### src/rtl/lane_stripe_arbiter.sv
// rtl/lane_stripe_arbiter.sv - TLP/DLLP arbiter that frames packets (STP/SDP..END) and pads to lane 0.
// Build option: LANE_ARB_DLLP_PRIORITY_EN makes DLLP win every IDLE tie instead of round-robin.
module lane_stripe_arbiter #(
  parameter int NUM_LANES  = 4,
  parameter int DATA_WIDTH = 8
) (
  input  logic                  clk_i,
  input  logic                  rst_ni,
  input  logic [DATA_WIDTH-1:0] tlp_data_i,
  input  logic                  tlp_valid_i,
  input  logic                  tlp_last_i,
  output logic                  tlp_ready_o,
  input  logic [DATA_WIDTH-1:0] dllp_data_i,
  input  logic                  dllp_valid_i,
  input  logic                  dllp_last_i,
  output logic                  dllp_ready_o,
  input  logic [NUM_LANES-1:0]  num_lanes_enabled_i,
  output logic [DATA_WIDTH-1:0] out_data_o,
  output logic                  out_k_o,
  output logic                  out_valid_o,
  input  logic                  out_ready_i,
  output logic [1:0]            grant_o,
  output logic                  busy_o
);
  localparam int PW = $clog2(NUM_LANES) + 1;
  localparam logic [DATA_WIDTH-1:0] SYM_STP = DATA_WIDTH'(8'hFB);
  localparam logic [DATA_WIDTH-1:0] SYM_SDP = DATA_WIDTH'(8'h5C);
  localparam logic [DATA_WIDTH-1:0] SYM_END = DATA_WIDTH'(8'hFD);
  localparam logic [DATA_WIDTH-1:0] SYM_PAD = DATA_WIDTH'(8'hF7);

  typedef enum logic [2:0] {S_IDLE, S_START, S_PAYLOAD, S_END, S_PAD} state_t;

  state_t        state_r, state_nxt;
  logic [PW-1:0] lanes_r, lanes_nxt, pos_r, pos_wrap, lane_cnt;
  logic [1:0]    grant_r, grant_nxt;
  logic          pick_dllp, done, src_valid, src_last, xfer;

  always_comb begin
    lane_cnt = '0;
    for (int i = 0; i < NUM_LANES; i++) lane_cnt = lane_cnt + PW'(num_lanes_enabled_i[i]);
  end

  assign pos_wrap = (pos_r == lanes_r - PW'(1)) ? '0 : pos_r + PW'(1);
  assign xfer     = out_valid_o & out_ready_i;

`ifdef LANE_ARB_DLLP_PRIORITY_EN
  assign pick_dllp = dllp_valid_i;
`else
  logic last_dllp_r;  // 1 when the most recent completed packet was a DLLP

  always_ff @(posedge clk_i or negedge rst_ni) begin
    if (!rst_ni)   last_dllp_r <= 1'b1;
    else if (done) last_dllp_r <= grant_r[1];
  end

  assign pick_dllp = dllp_valid_i & (~tlp_valid_i | ~last_dllp_r);
`endif

  always_comb begin
    state_nxt    = state_r;
    lanes_nxt    = lanes_r;
    grant_nxt    = grant_r;
    done         = 1'b0;
    src_valid    = 1'b0;
    src_last     = 1'b0;
    out_data_o   = '0;
    out_k_o      = 1'b0;
    out_valid_o  = 1'b0;
    tlp_ready_o  = 1'b0;
    dllp_ready_o = 1'b0;
    case (state_r)
      S_IDLE: begin
        if ((tlp_valid_i | dllp_valid_i) && lane_cnt != '0) begin
          lanes_nxt = lane_cnt;
          grant_nxt = pick_dllp ? 2'b10 : 2'b01;
          state_nxt = S_START;
        end
      end
      S_START: begin
        out_valid_o = 1'b1;
        out_k_o     = 1'b1;
        out_data_o  = grant_r[1] ? SYM_SDP : SYM_STP;
        if (out_ready_i) state_nxt = S_PAYLOAD;
      end
      S_PAYLOAD: begin
        if (grant_r[1]) begin
          out_data_o   = dllp_data_i;
          src_valid    = dllp_valid_i;
          src_last     = dllp_last_i;
          dllp_ready_o = out_ready_i;
        end else begin
          out_data_o  = tlp_data_i;
          src_valid   = tlp_valid_i;
          src_last    = tlp_last_i;
          tlp_ready_o = out_ready_i;
        end
        out_valid_o = src_valid;
        if (src_valid && out_ready_i && src_last) state_nxt = S_END;
      end
      S_END: begin
        out_valid_o = 1'b1;
        out_k_o     = 1'b1;
        out_data_o  = SYM_END;
        if (out_ready_i) begin
          if (pos_wrap != '0) begin
            state_nxt = S_PAD;
          end else begin
            state_nxt = S_IDLE;
            done      = 1'b1;
          end
        end
      end
      S_PAD: begin
        out_valid_o = 1'b1;
        out_k_o     = 1'b1;
        out_data_o  = SYM_PAD;
        if (out_ready_i && pos_wrap == '0) begin
          state_nxt = S_IDLE;
          done      = 1'b1;
        end
      end
      default: state_nxt = S_IDLE;
    endcase
    if (done) grant_nxt = '0;
  end

  always_ff @(posedge clk_i or negedge rst_ni) begin
    if (!rst_ni) begin
      state_r <= S_IDLE;
      lanes_r <= '0;
      pos_r   <= '0;
      grant_r <= '0;
    end else begin
      state_r <= state_nxt;
      lanes_r <= lanes_nxt;
      grant_r <= grant_nxt;
      if (xfer) pos_r <= pos_wrap;
    end
  end

  assign grant_o = grant_r;
  assign busy_o  = (state_r != S_IDLE);
endmodule

### config.mk
export PLATFORM = sky130hd
export DESIGN_NAME = lane_stripe_arbiter
export DESIGN_NICKNAME = d
export VERILOG_FILES = /design/src/rtl/lane_stripe_arbiter.sv
export SDC_FILE = /design/constraint.sdc
export NUM_CORES = 1
export LEC_CHECK = 0
export CAP_MARGIN = 20
export CORE_MARGIN = 2
export CORE_UTILIZATION = 46
export CTS_BUF_LIST = sky130_fd_sc_hd__clkbuf_16
export DETAILED_ROUTE_END_ITERATION = 16
export GPL_TIMING_DRIVEN = 1
export PLACE_DENSITY = 0.86
export SLEW_MARGIN = 0
export SYNTH_ARGS = -nofsm -noshare
export SYNTH_HDL_FRONTEND = slang
export SYNTH_SLANG_ARGS = --single-unit
### constraint.sdc
create_clock -name clk_i -period 2.8 [get_ports clk_i]
set_input_delay 0.28 -clock clk_i [delete_from_list [all_inputs] [get_ports clk_i]]
set_output_delay 0.28 -clock clk_i [all_outputs]
set_load 0.02 [all_outputs]
* Word level (Yosys, flattened, before mapping)
Index checks and enable logic that the tools add are counted.
** Storage, ports and cells
- Flip-flop bits (word level) :: 12
- Word-level logic and storage cells :: 70
- Bits of input ports :: 27
- Output and inout port bits :: 15
** Operators by class
- Multiplexer cells :: 29
- Add/sub/neg operators :: 5
- Equality and inequality tests :: 10
- Bitwise logic cells :: 6
- Reduce and logical (&&, ||, !) cells :: 15
** Operator list (number)
- $pmux W8 S4 :: 1
- $mux W3 :: 7
- $mux W8 :: 2
- $pmux W3 S5 :: 1
- $mux W1 :: 12
- $ne A2 B2 Y1 const B :: 5
- $reduce_bool A3 Y1 :: 3
- $mux W2 :: 4
- $eq A3 B2 Y1 const B :: 2
- $logic_not A3 Y1 :: 2
- $reduce_and A5 Y1 :: 1
- $logic_and A1 B1 Y1 :: 4
- $pmux W1 S2 :: 2
- $reduce_and A2 Y1 :: 2
- $reduce_bool A2 Y1 :: 2
- $add A2 B1 Y3 :: 1
- $add A3 B1 Y3 :: 1
- $add A3 B1 Y3 const B :: 1
- $eq A3 B1 Y1 const B :: 1
- $eq A3 B3 Y1 :: 1
- $eq A3 B3 Y1 const B :: 1
- $reduce_or A3 Y1 :: 1
- $sub A3 B1 Y3 const B :: 1
- $add A1 B1 Y2 :: 1
- other kinds (3) :: 6

* Logic depth before layout (Yosys ltp)
Gate-level depths: netlist (run 1).
- Depth after elaboration :: 9
- Depth in mapped cells :: 7
- Depth with buffers taken out :: 7

* Least setup slack after synthesis (run 1)
No wires, ideal clock.
- Path type :: input to register
- Start :: in num_lanes_enabled_i[0]
- End :: reg state_r[0]
- Data required time :: 2.668 ns
- Stages on the path :: 7
- Buffers on the path :: 0
- Path slack :: 0.595 ns
- Data arrival time :: 2.073 ns
- Setup time :: 0.132 ns
- Cell sequence :: fa_1 -> ha_1 -> ha_1 -> o32ai_1 -> nor2_1 -> a311oi_1 -> nor3b_1
** On the way
- Longest elaborated chain between the ends :: 7
** RTL lines
- start, declared :: line 17 : input logic [NUM_LANES-1:0] num_lanes_enabled_i,
- $add A1 B1 Y2 :: line 40 : for (int i = 0; i < NUM_LANES; i++) lane_cnt = lane_cnt + PW'(num_lanes_enabled_i[i]);
- $add A2 B1 Y3 :: line 40
- $add A3 B1 Y3 :: line 40
- net lane_cnt[1] :: line 34 : logic [PW-1:0] lanes_r, lanes_nxt, pos_r, pos_wrap, lane_cnt;
- $reduce_bool A3 Y1 :: line 73 : if ((tlp_valid_i | dllp_valid_i) && lane_cnt != '0) begin
- $logic_and A1 B1 Y1 :: line 73
- $ne A2 B2 Y1 (no line)
- $reduce_and A5 Y1 (no line)
- end signal, assigned :: line 134 : state_r <= state_nxt;
- end, declared :: line 33 : state_t state_r, state_nxt;
The timed path passes the listed nets, and every way through them passes these cells.
A chain may end at the register's enable or synchronous reset.

* Final worst setup path (run 1)
- Start :: reg state_r[1]
- End :: out out_data_o[7]
** On the way
- Longest elaborated chain between the ends :: 2
** RTL lines
- $eq A3 B3 Y1 (tied with other cells) :: line 71 : case (state_r)
- $pmux W8 S4 * :: line 71
- end, declared :: line 18 : output logic [DATA_WIDTH-1:0] out_data_o,
Mark *: on every way between the ends. The rest lies on a longest branch, timed or not.

==> flow_metrics.tcl, run 1 <==
set metrics [dict create \
    status "complete, no violations" \
    gp_congestion 0.751 \
    syn_area_sq_mm 0.00102 \
    r2r_slack_ps 840 \
    critical_path_class "reg2out" \
    min_period_over_period_pct 89.4 \
    fp.dieH_um 51.1 \
    cts_hold_buf 0 \
    path_max_fanout 16 \
    ys_warn_count 0 \
    core_sq_mm 0.00215 \
    p_leak_nw 0.626 \
    port_buffers 41 \
    peakVddDrop_uv 821 \
    synth_seq_area_share_pct 29.5 \
    drtIter0Drc 15 \
    cts_buffers 3 \
    place_ws_ps 156 \
    grt_pass1_wl_um 4530 \
    cp-end-kind "output port" \
    root_buffer "clkbuf_16" \
    rows 17 \
    syn-num-nets 142 \
    drv_cap 0 \
    worstSetupStartpointType "register" \
    drive_above_1_share_pct 13.9 \
    cts_setup_buffers 0 \
    wl_um 2650 \
    clk_latency_ps 240 \
    grt_pass1_vias 1006 \
    fin_crit_ps 2500 \
    cts_tree "built" \
    clkTransAtPathRegs_ps 40 \
    dpl.hpwl_um 1980 \
    fmax_ghz 0.399 \
    drt-pass1-iter-count 4 \
    initial_utilization_pct 47.6 \
    final_cell_mix "clkdlybuf4s50_1 (41), o21ai_0 (15), dfrtp_1 (11)" \
    p_per_area_mw_per_mm2 1260 \
    worstHoldPathType "in2async" \
    wl_per_cell_um 14.8 \
    htreeDepth 1 \
    worst_pin_slew_ps 648 \
    grt_max_degree 20 \
    syn_avg_cell_area_sq_um 9.29 \
    hold_slack_ps 404 \
    final_antenna_net_count 0 \
    ctsResizeCount 0 \
    crit_path_cell_trace "inv_2 -> a21boi_0 -> a21oi_1 -> o21ai_0 -> clkdlybuf4s50_1" \
    nets 184 \
    gr-total-overflow 0 \
    final_hold_viol_count 0 \
    clock_sinks 12 \
    die_x_um 51.1 \
    finalMaxSlewViolations 0 \
    synthToLayoutAreaGrowth_pct 49.7 \
    layout_commonest_cell "clkdlybuf4s50_1" \
    ys_ff_latch 12 \
    drc_errors 0 \
    slew_headroom_pct 56.8 \
    slowest_stage "dfrtp_1" \
    antenna_found_initial 0 \
    setup-tns-final_ps 0 \
    cp_data_arrival_time_ps 2220 \
    crit_required_ps 2520 \
    syn_inst 110 \
    grt_setup_unrepaired "false" \
    skew_ps 3.75 \
    antennaDiodeCount 0 \
    grt_usage_pct 22.9 \
    fin_util_pct 71.2 \
    ios 42 \
    routed_via_density 5.54 \
    clockBufferDepth 2 \
    yosysUniqueCellTypes 41 \
    dieArea_sq_mm 0.00262 \
    vias 991 \
    fin_ws_ps 296 \
    setup_viol 0 \
    slowest_delay_ps 640 \
]
## per-stage QoR
stage | power, mW | std cells | area, sq um
floorplan | 1.21 | 110 | 1020
global placement | 1.62 | 175 | 1450
detailed placement | 1.65 | 175 | 1450
CTS | 1.93 | 179 | 1530
global route | 2.07 | 179 | 1530
finish | 1.93 | 179 | 1530
## logic make-up after synthesis
kind of cell	count (synthesis)	synth area share, %
AOI/OAI and AO/OA	35	22.5
xor gates and xnor gates	4	4.90
adders and majority gates	5	6.85
buffers and inverters	10	4.16
DFF	12	29.5
muxes	11	12.1
and+or+nand+nor	33	20.0
## path summary, 6_finish.rpt
check,startpoint,end,cells after the start
setup / recovery,state_r[1],out_data_o[7],5
hold / removal,rst_ni,lanes_r[0],1
setup reg to reg,lanes_r[0],last_dllp_r,6
hold reg to reg,last_dllp_r,grant_o[0],2
max in group asynchronous,rst_ni,last_dllp_r,1
min in group clk_i,last_dllp_r,grant_o[0],2
## flip-flops by register name, indices dropped and copies added, names as in the netlist
signal,flops
pos_r,3
last_dllp_r,1
lanes_r,3
state_r,3
grant_o,2
## layer usage
metal | track usage, % | share of wire (%) | wire length, um | up-vias
met5 | 0 | 0 | 0 | -
met4 | 6.76 | 1.2 | 31 | 0
met3 | 4.68 | 4.9 | 130 | 4
met2 | 39.0 | 51 | 1350 | 31
met1 | 29.2 | 43 | 1140 | 467
li1 | - | - | - | 489
## layout make-up
cell class | count | area [sq um]
Clock inverter | 1 | 3.75
Timing Repair Buffer | 42 | 418
Fill cell | 175 | 618
Sequential cell | 12 | 302
Tap cell | 28 | 35.0
Multi-Input combinational cell | 88 | 678
Inverter | 5 | 18.8
Clock buffer | 3 | 75.1
## synth_stat cells (all sizes together)
| master | instances | area [sq um] |
|---|---|---|
| xnor3 | 1 | 23.8 |
| ha | 4 | 50.1 |
| xor2 | 2 | 17.5 |
| nand3 | 3 | 27.5 |
| inv | 5 | 18.8 |
| a31oi | 1 | 6.26 |
| o21ai | 15 | 75.1 |
| nor2 | 8 | 37.5 |
| nand2 | 8 | 30.0 |
| nor3 | 1 | 5.00 |
| o221a | 1 | 11.3 |
| o32ai | 2 | 17.5 |
| a221oi | 1 | 26.3 |
| fa | 1 | 20.0 |
| or2 | 1 | 6.26 |
| dfstp | 1 | 26.3 |
| buf | 4 | 20.0 |
| mux2i | 3 | 30.0 |
| nand2b | 4 | 32.5 |
| nand4bb | 1 | 11.3 |
| nand4 | 1 | 6.26 |
| nand3b | 1 | 7.51 |
| clkbuf | 1 | 3.75 |
| a21oi | 9 | 45.0 |
| mux2 | 8 | 93.8 |
| xnor2 | 1 | 8.76 |
| or2b | 1 | 7.51 |
| o21a | 1 | 7.51 |
| a311oi | 2 | 17.5 |
| o211ai | 1 | 7.51 |
| a21boi | 1 | 7.51 |
| nor3b | 2 | 15.0 |
| nor2b | 1 | 6.26 |
| dfrtp | 11 | 275 |
| a22o | 1 | 8.76 |
| or3 | 1 | 11.3 |
## report_power, final
group | internal (mW) | switching [mW] | total (mW)
Combinational | 0.625 | 0.625 | 1.25
Sequential | 0.257 | 0.161 | 0.418
Clock | 0.188 | 0.0714 | 0.259
## critical path, delay by kind of cell (launching register included)
kind	cells	cell delay, ps
AO/OA/AOI/OAI	3	590
buffers and inverters	2	760
flip-flops	1	640
No activity file was read; power rests on OpenSTA's default activity.
==> run 2: changes to the inputs <==
ABC_AREA = 1   (was unset)
==> run 2 against run 1 <==
Total power up 5.8%. Register-to-register slack better by 230 ps. Clock skew decreased by 1.3 ps. Non-clock buffer count is 1 lower. Largest power group unchanged. Highest routed layer unchanged. Hold slack got worse by 4.5 ps.
==> flow_metrics.tcl, run 2 <==
set metrics [dict create \
    status "complete, no violations" \
    worstPathBufferInverterCount 2 \
    synth_top_flop_cell "dfrtp_1" \
    crit_required_ps 2520 \
    path_delay_family "buffers and inverters" \
    final_antenna_net_count 0 \
    crit_path_cell_trace "inv_1 -> nor2_1 -> o311ai_0 -> clkdlybuf4s50_1" \
    clock_sinks 12 \
    rows 17 \
    grt_usage_pct 22.5 \
    skew_ps 2.50 \
    dp_cells 208 \
    cts_tree "built" \
    worstHoldPathType "in2async" \
    p_per_area_mw_per_mm2 1340 \
    dieArea_sq_mm 0.00262 \
    path_max_fanout 15 \
    wl_per_cell_um 11.8 \
    cts_buffers 3 \
    cp_data_arrival_time_ps 2250 \
    r2r_start "grant_o[1]" \
    clk_latency_ps 240 \
    root_buffer "clkbuf_16" \
    setup-tns-final_ps 0 \
    seqPwrFrac_pct 18.1 \
    syn_inst 142 \
    wl_um 2500 \
    initial_utilization_pct 47.6 \
    worst_pin_slew_ps 552 \
    slowest_delay_ps 680 \
    hold_slack_ps 399 \
    final_cell_mix "clkdlybuf4s50_1 (41), nand2_1 (37), nor2_1 (15)" \
    finalMaxSlewViolations 0 \
    gr-total-overflow 0 \
    yosysTopAreaCellShare_pct 26.9 \
    ys_warn_count 0 \
    synth_seq_area_share_pct 29.5 \
    reg2reg_to "state_r[1]" \
    clkTransAtPathRegs_ps 40 \
    drc_errors 0 \
    drv_cap 0 \
    critical_path_class "reg2out" \
    drtIter0Drc 10 \
    r2r_cells 10 \
    syn_avg_cell_area_sq_um 7.20 \
    fin_crit_ps 2530 \
    routed_via_density 5.04 \
    grt_max_degree 16 \
    grt_pass1_wl_um 4280 \
    fin_util_pct 70.8 \
    cts_hold_buf 0 \
    ios 42 \
    instances_no_fill 212 \
    power.total_mw 2.04 \
    pwr-share-comb_pct 69.0 \
    nets 217 \
    htreeDepth 1 \
    antennaDiodeCount 0 \
    switching_share_pct 48.1 \
    port_buffers 41 \
    antenna_found_initial 0 \
    cp-end-kind "output port" \
    ys_ff_latch 12 \
    yosys.cell_count.top_type "nand2_1" \
    drive_above_1_share_pct 14.7 \
    final_hold_viol_count 0 \
    core_sq_mm 0.00215 \
    peakVddDrop_uv 862 \
    async_flop_share_pct 100 \
    fp.dieH_um 51.1 \
    gp_congestion 0.827 \
    grt_pass1_vias 1032 \
    setup_viol 0 \
    synth_common_cells "nand2_1 (37), nor2_1 (15), inv_1 (13), dfrtp_1 (11), nand2_2 (8)" \
    fmax_ghz 0.396 \
    slowest_stage "clkdlybuf4s50_1" \
    syn-num-nets 174 \
    layout_commonest_cell "clkdlybuf4s50_1" \
    synth-edff-count 0 \
    clkPwrFrac_pct 12.8 \
    min_period_over_period_pct 90.2 \
    ctsResizeCount 0 \
    clockBufferDepth 2 \
    p_leak_nw 0.713 \
    reg_top3 "lanes_r x3, pos_r x3, state_r x3" \
    grt_setup_unrepaired "false" \
    dpl.hpwl_um 2010 \
    cts_setup_buffers 0 \
    synthToLayoutAreaGrowth_pct 48.7 \
    yosysTopAreaCell "dfrtp_1" \
    nFillCells 183 \
    worstSetupStartpointType "register" \
    synth_top_cells_by_area "dfrtp_1 (27%), nand2_1 (14%), nor2_1 (5.5%), ha_1 (4.9%), nand2_2 (4.9%)" \
    p_int_mw 1.06 \
    drt-pass1-iter-count 4 \
    syn_area_sq_mm 0.00102 \
    slew_headroom_pct 63.1 \
    yosysUniqueCellTypes 28 \
    die_x_um 51.1 \
    vias 1068 \
    r2r_slack_ps 1070 \
    switching_power_mw 0.981 \
]
-- run 2: cell types whose count changed in the layout (fill, tap and decap cells not counted), sizes merged, moves of 5 or more --
cell,previous run,this run
o21ai,15,10
nand3,3,8
nor2,8,19
inv,6,21
nand2,8,47
a21oi,9,4
mux2,8,0
-- run 2: area by class of cell --
class / instances / area [sq um] / area share (%)
Clock buffer: 3 / 75.1 / 4.94
Clock inverter: 1 / 3.75 / 0.247
Inverter: 20 / 80.1 / 5.27
Multi-Input combinational cell: 107 / 614 / 40.4
Sequential cell: 12 / 302 / 19.8
Tap cell: 28 / 35.0 / 2.30
Timing Repair Buffer: 41 / 410 / 27.0
-- run 2: how the worst max path moves through the flow --
stage | from | endpoint | slack, ps | cells past startpoint
final | grant_o[1] | out_data_o[0] | 270 | 4
after global placement | num_lanes_enabled_i[0] | state_r[1] | 320 | 12
after detailed placement | num_lanes_enabled_i[1] | state_r[1] | 280 | 13
after floorplan | grant_o[1] | out_data_o[5] | 830 | 4
after global routing | grant_o[1] | out_data_o[5] | 100 | 4
after CTS | grant_o[1] | out_data_o[5] | 240 | 4
-- run 2: metal layers --
| layer | global-route usage (%) | share of wire [%] | vias to the layer above | routed length [um] |
|---|---|---|---|---|
| met4 | 13.5 | 1.6 | 0 | 39 |
| met2 | 38.7 | 49 | 41 | 1220 |
| met1 | 23.8 | 41 | 481 | 1030 |
| met5 | 0 | 0 | - | 0 |
| met3 | 7.02 | 8.3 | 4 | 209 |
| li1 | - | - | 542 | - |
-- run 2: cells by family (layout without fill, tap and decap cells) --
group | after synthesis | in the layout | share of synthesized area [%]
AND/OR/NAND/NOR | 76 | 76 | 36.4
AO/OA/AOI/OAI | 24 | 24 | 15.2
buffers and inverters | 23 | 65 | 10.4
flip-flops | 12 | 12 | 29.5
adder cells (fa/ha/maj) | 5 | 5 | 6.85
XOR/XNOR | 2 | 2 | 1.71
-- run 2: stage by stage --
stage / setup WS (ps) / area (sq um)
2_1_floorplan: 830 / 1020
3_3_place_gp: 320 / 1440
3_5_place_dp: 276 / 1440
4_1_cts: 236 / 1520
5_1_grt: 105 / 1520
6_report: 275 / 1520
-- run 2: power groups by stage --
stage	Combinational [mW]	Clock, mW	Sequential (mW)
3_3_place_gp	1.37	0	0.367
4_1_cts	1.42	0.266	0.371
2_1_floorplan	0.958	0	0.344
3_5_place_dp	1.41	0	0.372
6_report	1.41	0.262	0.370
5_1_grt	1.56	0.276	0.383
==> run 3: changes to the inputs <==
CAP_MARGIN = 25   (was 20)
==> results of run 3 <==
Final layout, timing and power as in run 2 (identical DEF).
